===== src/rtl/cpu_pkg.sv =====
// cpu_pkg: shared datapath constants (register file geometry, register indices, write-back select codes)
package cpu_pkg;
   localparam int REG_W = 32;
   localparam int REG_N = 32;
   localparam logic [4:0] REG_ZERO = 5'd0;
   localparam logic [4:0] REG_GP = 5'd28;
   localparam logic [4:0] REG_SP = 5'd29;
   localparam logic [4:0] REG_RA = 5'd31;
   localparam logic [1:0] WB_ALU = 2'b00;
   localparam logic [1:0] WB_MEM = 2'b01;
   localparam logic [1:0] WB_PC4 = 2'b10;
endpackage


===== src/rtl/gpr_file.sv =====
// gpr_file: 32x32 register file, two async read ports, one sync write port, write scoreboard
// GPR_BYPASS_EN: forward the in-flight write-back word to matching read ports
module gpr_file
   import cpu_pkg::*;
#(
   parameter logic [REG_W-1:0] SP_INIT = 32'h0000_2FFC,
   parameter logic [REG_W-1:0] GP_INIT = 32'h0000_1800,
   parameter logic [4:0] LINK_REG = REG_RA
) (
   input  logic             clk,
   input  logic             rst_n,
   input  logic [4:0]       rd_addr_a,
   input  logic [4:0]       rd_addr_b,
   output logic [REG_W-1:0] rd_data_a,
   output logic [REG_W-1:0] rd_data_b,
   input  logic             wr_en,
   input  logic             wr_link,
   input  logic [4:0]       wr_addr,
   input  logic [REG_W-1:0] wr_data,
   output logic             wr_ack,
   output logic [REG_N-1:0] dirty_mask
);
   logic [REG_W-1:0] regs [REG_N];
   logic [4:0] dest;
   logic we;
   logic [4:0] ra [2];
   logic [REG_W-1:0] rv [2];
   assign dest = wr_link ? LINK_REG : wr_addr;
   assign we = wr_en && (dest != REG_ZERO);
   // reg 0 is never written, so it keeps its reset value of zero
   always_ff @(posedge clk or negedge rst_n)
      if (!rst_n) begin
         for (int i = 0; i < REG_N; i++) regs[i] <= '0;
         regs[REG_GP] <= GP_INIT;
         regs[REG_SP] <= SP_INIT;
         dirty_mask <= '0;
         wr_ack <= 1'b0;
      end else if (we) begin
         regs[dest] <= wr_data;
         dirty_mask[dest] <= 1'b1;
         wr_ack <= 1'b1;
      end else
         wr_ack <= 1'b0;
   assign ra[0] = rd_addr_a;
   assign ra[1] = rd_addr_b;
   for (genvar p = 0; p < 2; p++) begin : g_rd
`ifdef GPR_BYPASS_EN
      assign rv[p] = (we && ra[p] == dest) ? wr_data : regs[ra[p]];
`else
      assign rv[p] = regs[ra[p]];
`endif
   end
   assign rd_data_a = rv[0];
   assign rd_data_b = rv[1];
   a_wr_en_known: assert property (@(posedge clk) disable iff (!rst_n) !$isunknown(wr_en));
endmodule


===== config.mk =====
export PLATFORM = sky130hd
export DESIGN_NAME = gpr_file
export DESIGN_NICKNAME = d
export VERILOG_FILES = /design/src/rtl/cpu_pkg.sv /design/src/rtl/gpr_file.sv
export SDC_FILE = /design/constraint.sdc
export NUM_CORES = 2
export LEC_CHECK = 0
export CAP_MARGIN = 40
export CORE_MARGIN = 2
export CORE_UTILIZATION = 47
export CTS_BUF_LIST = sky130_fd_sc_hd__clkbuf_4 sky130_fd_sc_hd__clkbuf_8
export DETAILED_ROUTE_END_ITERATION = 8
export PLACE_DENSITY_LB_ADDON = 0.08
export SETUP_SLACK_MARGIN = 0.1
export SYNTH_ARGS = -nofsm -noshare
export SYNTH_HDL_FRONTEND = slang
export SYNTH_SLANG_ARGS = --single-unit

===== constraint.sdc =====
create_clock -name clk -period 2.7 [get_ports clk]
set_input_delay 0.405 -clock clk [delete_from_list [all_inputs] [get_ports clk]]
set_output_delay 0.405 -clock clk [all_outputs]
set_load 0.1 [all_outputs]

==> impl.org <==
** Place
- Detailed placement ended at an HPWL of 123 mm.
- Pre-CTS setup slack :: -0.440 ns
- The congestion estimate from routability-driven global placement came to 0.862.
- Count of buffers from port buffering :: 147

** Route
- In the routed design, unresolved DRC markers number 0.
- 1st-iter DRT viols :: 3454
- The routed design has 192 mm of wire.
- The routed layout has 41.1k vias.
- First-pass iteration count of the detailed router :: 5
- The count of nets left with antenna violations once routing finished came out at 0.
- After detailed routing, the average wire length per cell comes to 28.2 um.
- Ratio of routed vias to standard cells :: 6.04

** Job
- Max-cap violations in this run came to 0.

** Worst setup path
- The worst setup path is of the flop to output port kind.
- Cells on worst reg2reg path :: 2
- The worst register-to-register path ends at regs[942]$_DFFE_PN0P_.
- In this run the worst path has a maximum fanout of 3.
- Slowest cell on crit path :: sky130_fd_sc_hd__dfrtp_1
- Origin of the worst setup path :: regs[789]$_DFFE_PN0P_
- Slowest Stage Delay on Critical Path :: 0.39 ns
- Arrival time reported for the critical path endpoint :: 2.46 ns
- STA classifies the critical path endpoint as an output port.
- Worst setup path end :: rd_data_b[21]
- Sort of element at the start of the critical path :: flop
- Worst path required time :: 2.30 ns
- Worst path cell trace :: mux2i_1, a22o_1, nor3_1, a31oi_1, nand3_2, buf_12
- Setup slack on the worst flop-to-flop path :: 1.79 ns
- In this run the critical register-to-register path is launched from regs[942]$_DFFE_PN0P_.

** Timing
- On the final layout, the worst clock skew is 0 ns.
- Max Transition Viols Final :: 0
- The worst path in the final design needs a cycle of 2.86 ns, including I/O delays and setup.
- After layout, the worst path uses 106% of the clock period.
- Headroom to the max-slew limit came out at 62.8%.
- Once routing completed, OpenROAD measured the worst setup slack at -0.160 ns.
- The total count of hold-check failures in the final report was 0.
- Setup violations remaining at the end of the flow were counted as 21.
- At the pin with the least slew margin, the transition time is 0.557 ns.
- Highest attainable clock frequency :: 350 MHz
- Setup repair after global routing could not meet its margin everywhere.

** GRT
- The number of global-route vias before repair came to 42.2k.
- Global routing used 31.2% of the available tracks.
- The initial antenna violation count was 1.
- For this run the aggregate overflow at the end of global routing stands at 0.
- The first global-routing pass estimated 284 mm of wire.
- Entering global routing, the biggest net connects 95 pins.

** Yosys
- Yosys mapped the design onto 29 distinct sky130hd cell types.
- Counting flops with a built-in enable in the synthesized netlist gives 0.
- Synthesis handed over a netlist of 4679 instances.
- Sequential fraction of the synthesis area :: 46.9%
- Post-Syn Nets :: 4730
- Mapped Area :: 0.0565 sq mm
- A synthesized cell averages 12.1 sq um.
- During synthesis, Yosys emitted a total of 0 warnings.
- Proportion of synthesized flip-flops having asynchronous set or reset :: 100%
- For this run, the leading register cell type out of synthesis is sky130_fd_sc_hd__dfrtp_1.
- Counting flops and latches in the post-synthesis netlist gives 1057.

** Status
- The final reports fail on negative setup slack.
- The flow ran to the end, but the final reports show violations.

** Floorplanning
- Die area :: 0.123 sq mm
- Initial core utilization :: 47.3%
- Chip Width :: 351 um
- After floorplanning, the core was divided into 127 placement rows.
- During I/O placement, the number of pins put on the boundary was 148.
- In this run the vertical extent of the chip is 351 um.
- Floorplan Core Area :: 0.119 sq mm

** Clock tree
- Clock-pin slew was measured on the worst setup and hold paths at 0.07 ns.
- Maximum number of buffers from clock root to sink :: 3
- In this run the clock root is driven by a sky130_fd_sc_hd__clkbuf_8.
- The clock drives 1057 sinks.
- Clock tree from TritonCTS :: done
- Buffers inserted during clock tree synthesis total 188.
- Clock latency on the worst-skew pair, taken at its later pin, is 0.90 ns.
- The clock tree synthesis step divided the H-tree into 4 levels.

** Layout
- Layout cell share with drive strength beyond 1 :: 40.5%
- For this run, the post-layout net count is 5087.
- Compared with the post-synthesis result, the final layout area differs by 24.1%.
- Count of fill cells added during filler insertion :: 9935

** Min path
- Worst min-delay path category :: input pin to async pin

** Pwr
- Per report_power, the sequential group accounts for 42.7% of the total.
- Across the VDD grid, the largest voltage drop is 0.000523 V.
- In this run the static leakage power is 34.3 nW.
- Net switching power figure :: 13.9 mW
- Power spread over the standard cell area amounts to 653 mW/mm^2.
- In this run switching power makes up 30.5% of total power.
- Combinational logic burns 21.6% of the power.
- Summing internal, switching and leakage power gives 45.8 mW.
- The clock network accounts for 35.7% of the total power.
- The internal power of the cells totals 31.8 mW.
-- how the worst min path moves through the flow --
stage	endpoint	slack (ns)	cells after the start
global placement	regs[513]$_DFFE_PN0P_	0.35	1
floorplan	dirty_mask[0]$_DFFE_PN0P_	0.11	0
finish	regs[387]$_DFFE_PN0P_	0.23	3
global route	regs[387]$_DFFE_PN0P_	0.21	3
CTS	regs[547]$_DFFE_PN0P_	0.17	3
detailed placement	regs[545]$_DFFE_PN0P_	0.36	1
-- kinds of logic after synthesis --
logic type | synth area share (%)
and+or+nand+nor | 4.55
AOI/OAI and AO/OA | 6.98
DFF | 46.9
buffers and inverters | 3.67
muxes | 37.9
-- placed cells by master, fill, tap and decap left out, types with 8 or more instances in the layout --
cell type	instances
sky130_fd_sc_hd__nor3_4	9
sky130_fd_sc_hd__a31oi_4	8
sky130_fd_sc_hd__a22oi_1	192
sky130_fd_sc_hd__nand2_2	18
sky130_fd_sc_hd__nand3_4	22
sky130_fd_sc_hd__nor3_2	44
sky130_fd_sc_hd__dfstp_2	13
sky130_fd_sc_hd__a22o_1	128
sky130_fd_sc_hd__a31oi_1	34
sky130_fd_sc_hd__buf_12	236
sky130_fd_sc_hd__clkinv_2	14
sky130_fd_sc_hd__nand3_1	128
sky130_fd_sc_hd__nand2b_1	29
sky130_fd_sc_hd__nand3_2	43
sky130_fd_sc_hd__clkdlybuf4s50_1	39
sky130_fd_sc_hd__a31oi_2	23
sky130_fd_sc_hd__clkbuf_8	242
sky130_fd_sc_hd__mux2_2	933
sky130_fd_sc_hd__dfrtp_1	1044
sky130_fd_sc_hd__nor3_1	15
sky130_fd_sc_hd__mux2_1	59
sky130_fd_sc_hd__nand2_1	193
sky130_fd_sc_hd__clkbuf_4	74
sky130_fd_sc_hd__a21oi_1	193
sky130_fd_sc_hd__buf_4	344
sky130_fd_sc_hd__mux2i_1	1016
-- cell type report --
type	count	area (sq um)	share of cell area, %
antenna	3	7.51	0.0107
clock buffer	316	3890	5.54
clock inverter	26	254	0.362
multi-input combinational	3139	29200	41.7
sequential	1057	26500	37.8
tap	1612	2020	2.88
timing repair buffer	650	8250	11.8
-- sequential cells by signal, indices dropped and copies added (netlist names) --
register	cells
dirty_mask	32
regs	1024
wr_ack	1
-- metal layers --
layer,routed length [um],track usage (%),part of all wire (%),up-vias
li1,-,-,-,18000
met2,87600,48.5,46,1176
met4,5900,10.3,3.1,0
met1,87900,44.6,46,21600
met5,0,0,0,-
met3,10300,5.02,5.4,328
-- cell usage after synthesis, types with 2 or more instances --
| cell | instances | area, sq um |
|---|---|---|
| sky130_fd_sc_hd__and2_1 | 2 | 12.5 |
| sky130_fd_sc_hd__nor2b_1 | 8 | 50.1 |
| sky130_fd_sc_hd__nand2_1 | 217 | 815 |
| sky130_fd_sc_hd__nand2b_1 | 34 | 213 |
| sky130_fd_sc_hd__buf_4 | 3 | 22.5 |
| sky130_fd_sc_hd__a31oi_1 | 65 | 407 |
| sky130_fd_sc_hd__buf_2 | 200 | 1000 |
| sky130_fd_sc_hd__nand3b_1 | 3 | 22.5 |
| sky130_fd_sc_hd__clkbuf_1 | 260 | 976 |
| sky130_fd_sc_hd__mux2i_1 | 1024 | 10200 |
| sky130_fd_sc_hd__mux2_2 | 933 | 10500 |
| sky130_fd_sc_hd__nand3_1 | 193 | 966 |
| sky130_fd_sc_hd__buf_1 | 20 | 75.1 |
| sky130_fd_sc_hd__mux2_1 | 59 | 664 |
| sky130_fd_sc_hd__dfstp_2 | 13 | 342 |
| sky130_fd_sc_hd__nor2_1 | 5 | 18.8 |
| sky130_fd_sc_hd__a22oi_1 | 192 | 1440 |
| sky130_fd_sc_hd__a21oi_1 | 193 | 966 |
| sky130_fd_sc_hd__nor3b_2 | 4 | 50.1 |
| sky130_fd_sc_hd__a22o_1 | 128 | 1120 |
| sky130_fd_sc_hd__nor3_1 | 67 | 335 |
| sky130_fd_sc_hd__dfrtp_1 | 1044 | 26100 |
| sky130_fd_sc_hd__or2_2 | 6 | 37.5 |
-- power groups by stage --
stage	Clock [mW]	Sequential (mW)	Combinational, mW
after floorplan	0	19.9	5.90
after CTS	16.6	19.5	9.85
after global routing	17.4	19.8	10.5
final	16.3	19.6	9.89
after global placement	0	19.7	9.48
after detailed placement	0	19.8	9.59
-- per-stage QoR --
| stage | hold slack, ns | utilization [%] | instances | TNS, ns | cell area [sq um] |
|---|---|---|---|---|---|
| floorplan | 0.109 | - | 4679 | 0 | 56800 |
| global placement | 0.351 | 54.1 | 6436 | -23.11 | 64700 |
| detailed placement | 0.357 | 54.1 | 6437 | -15.61 | 64700 |
| CTS | 0.172 | 58.5 | 6799 | -4.28 | 69900 |
| global route | 0.212 | 58.7 | 6801 | -5.42 | 70100 |
| finish | 0.231 | 58.7 | 6803 | -0.967 | 70100 |
-- timing repair --
| action | 4_1_cts | 5_1_grt |
|---|---|---|
| hold endpoints to repair | 409 | 0 |
| gates cloned | 8 | 1 |
| pin swaps | 93 | 84 |
| hold buffers | 2 | 0 |
| endpoints found under the setup margin | 64 | 64 |
| setup buffers | 13 | 3 |
| resized for setup | 114 | 44 |
-- worst max-delay path: cells and delay by family, from the launching register on --
kind | cells | cell delay (ns)
flops | 1 | 0.39
simple gates | 2 | 0.33
buf+inv | 1 | 0.26
compound gates | 2 | 0.40
mux | 1 | 0.18
Note: power is estimated with default switching activity, not from simulation.
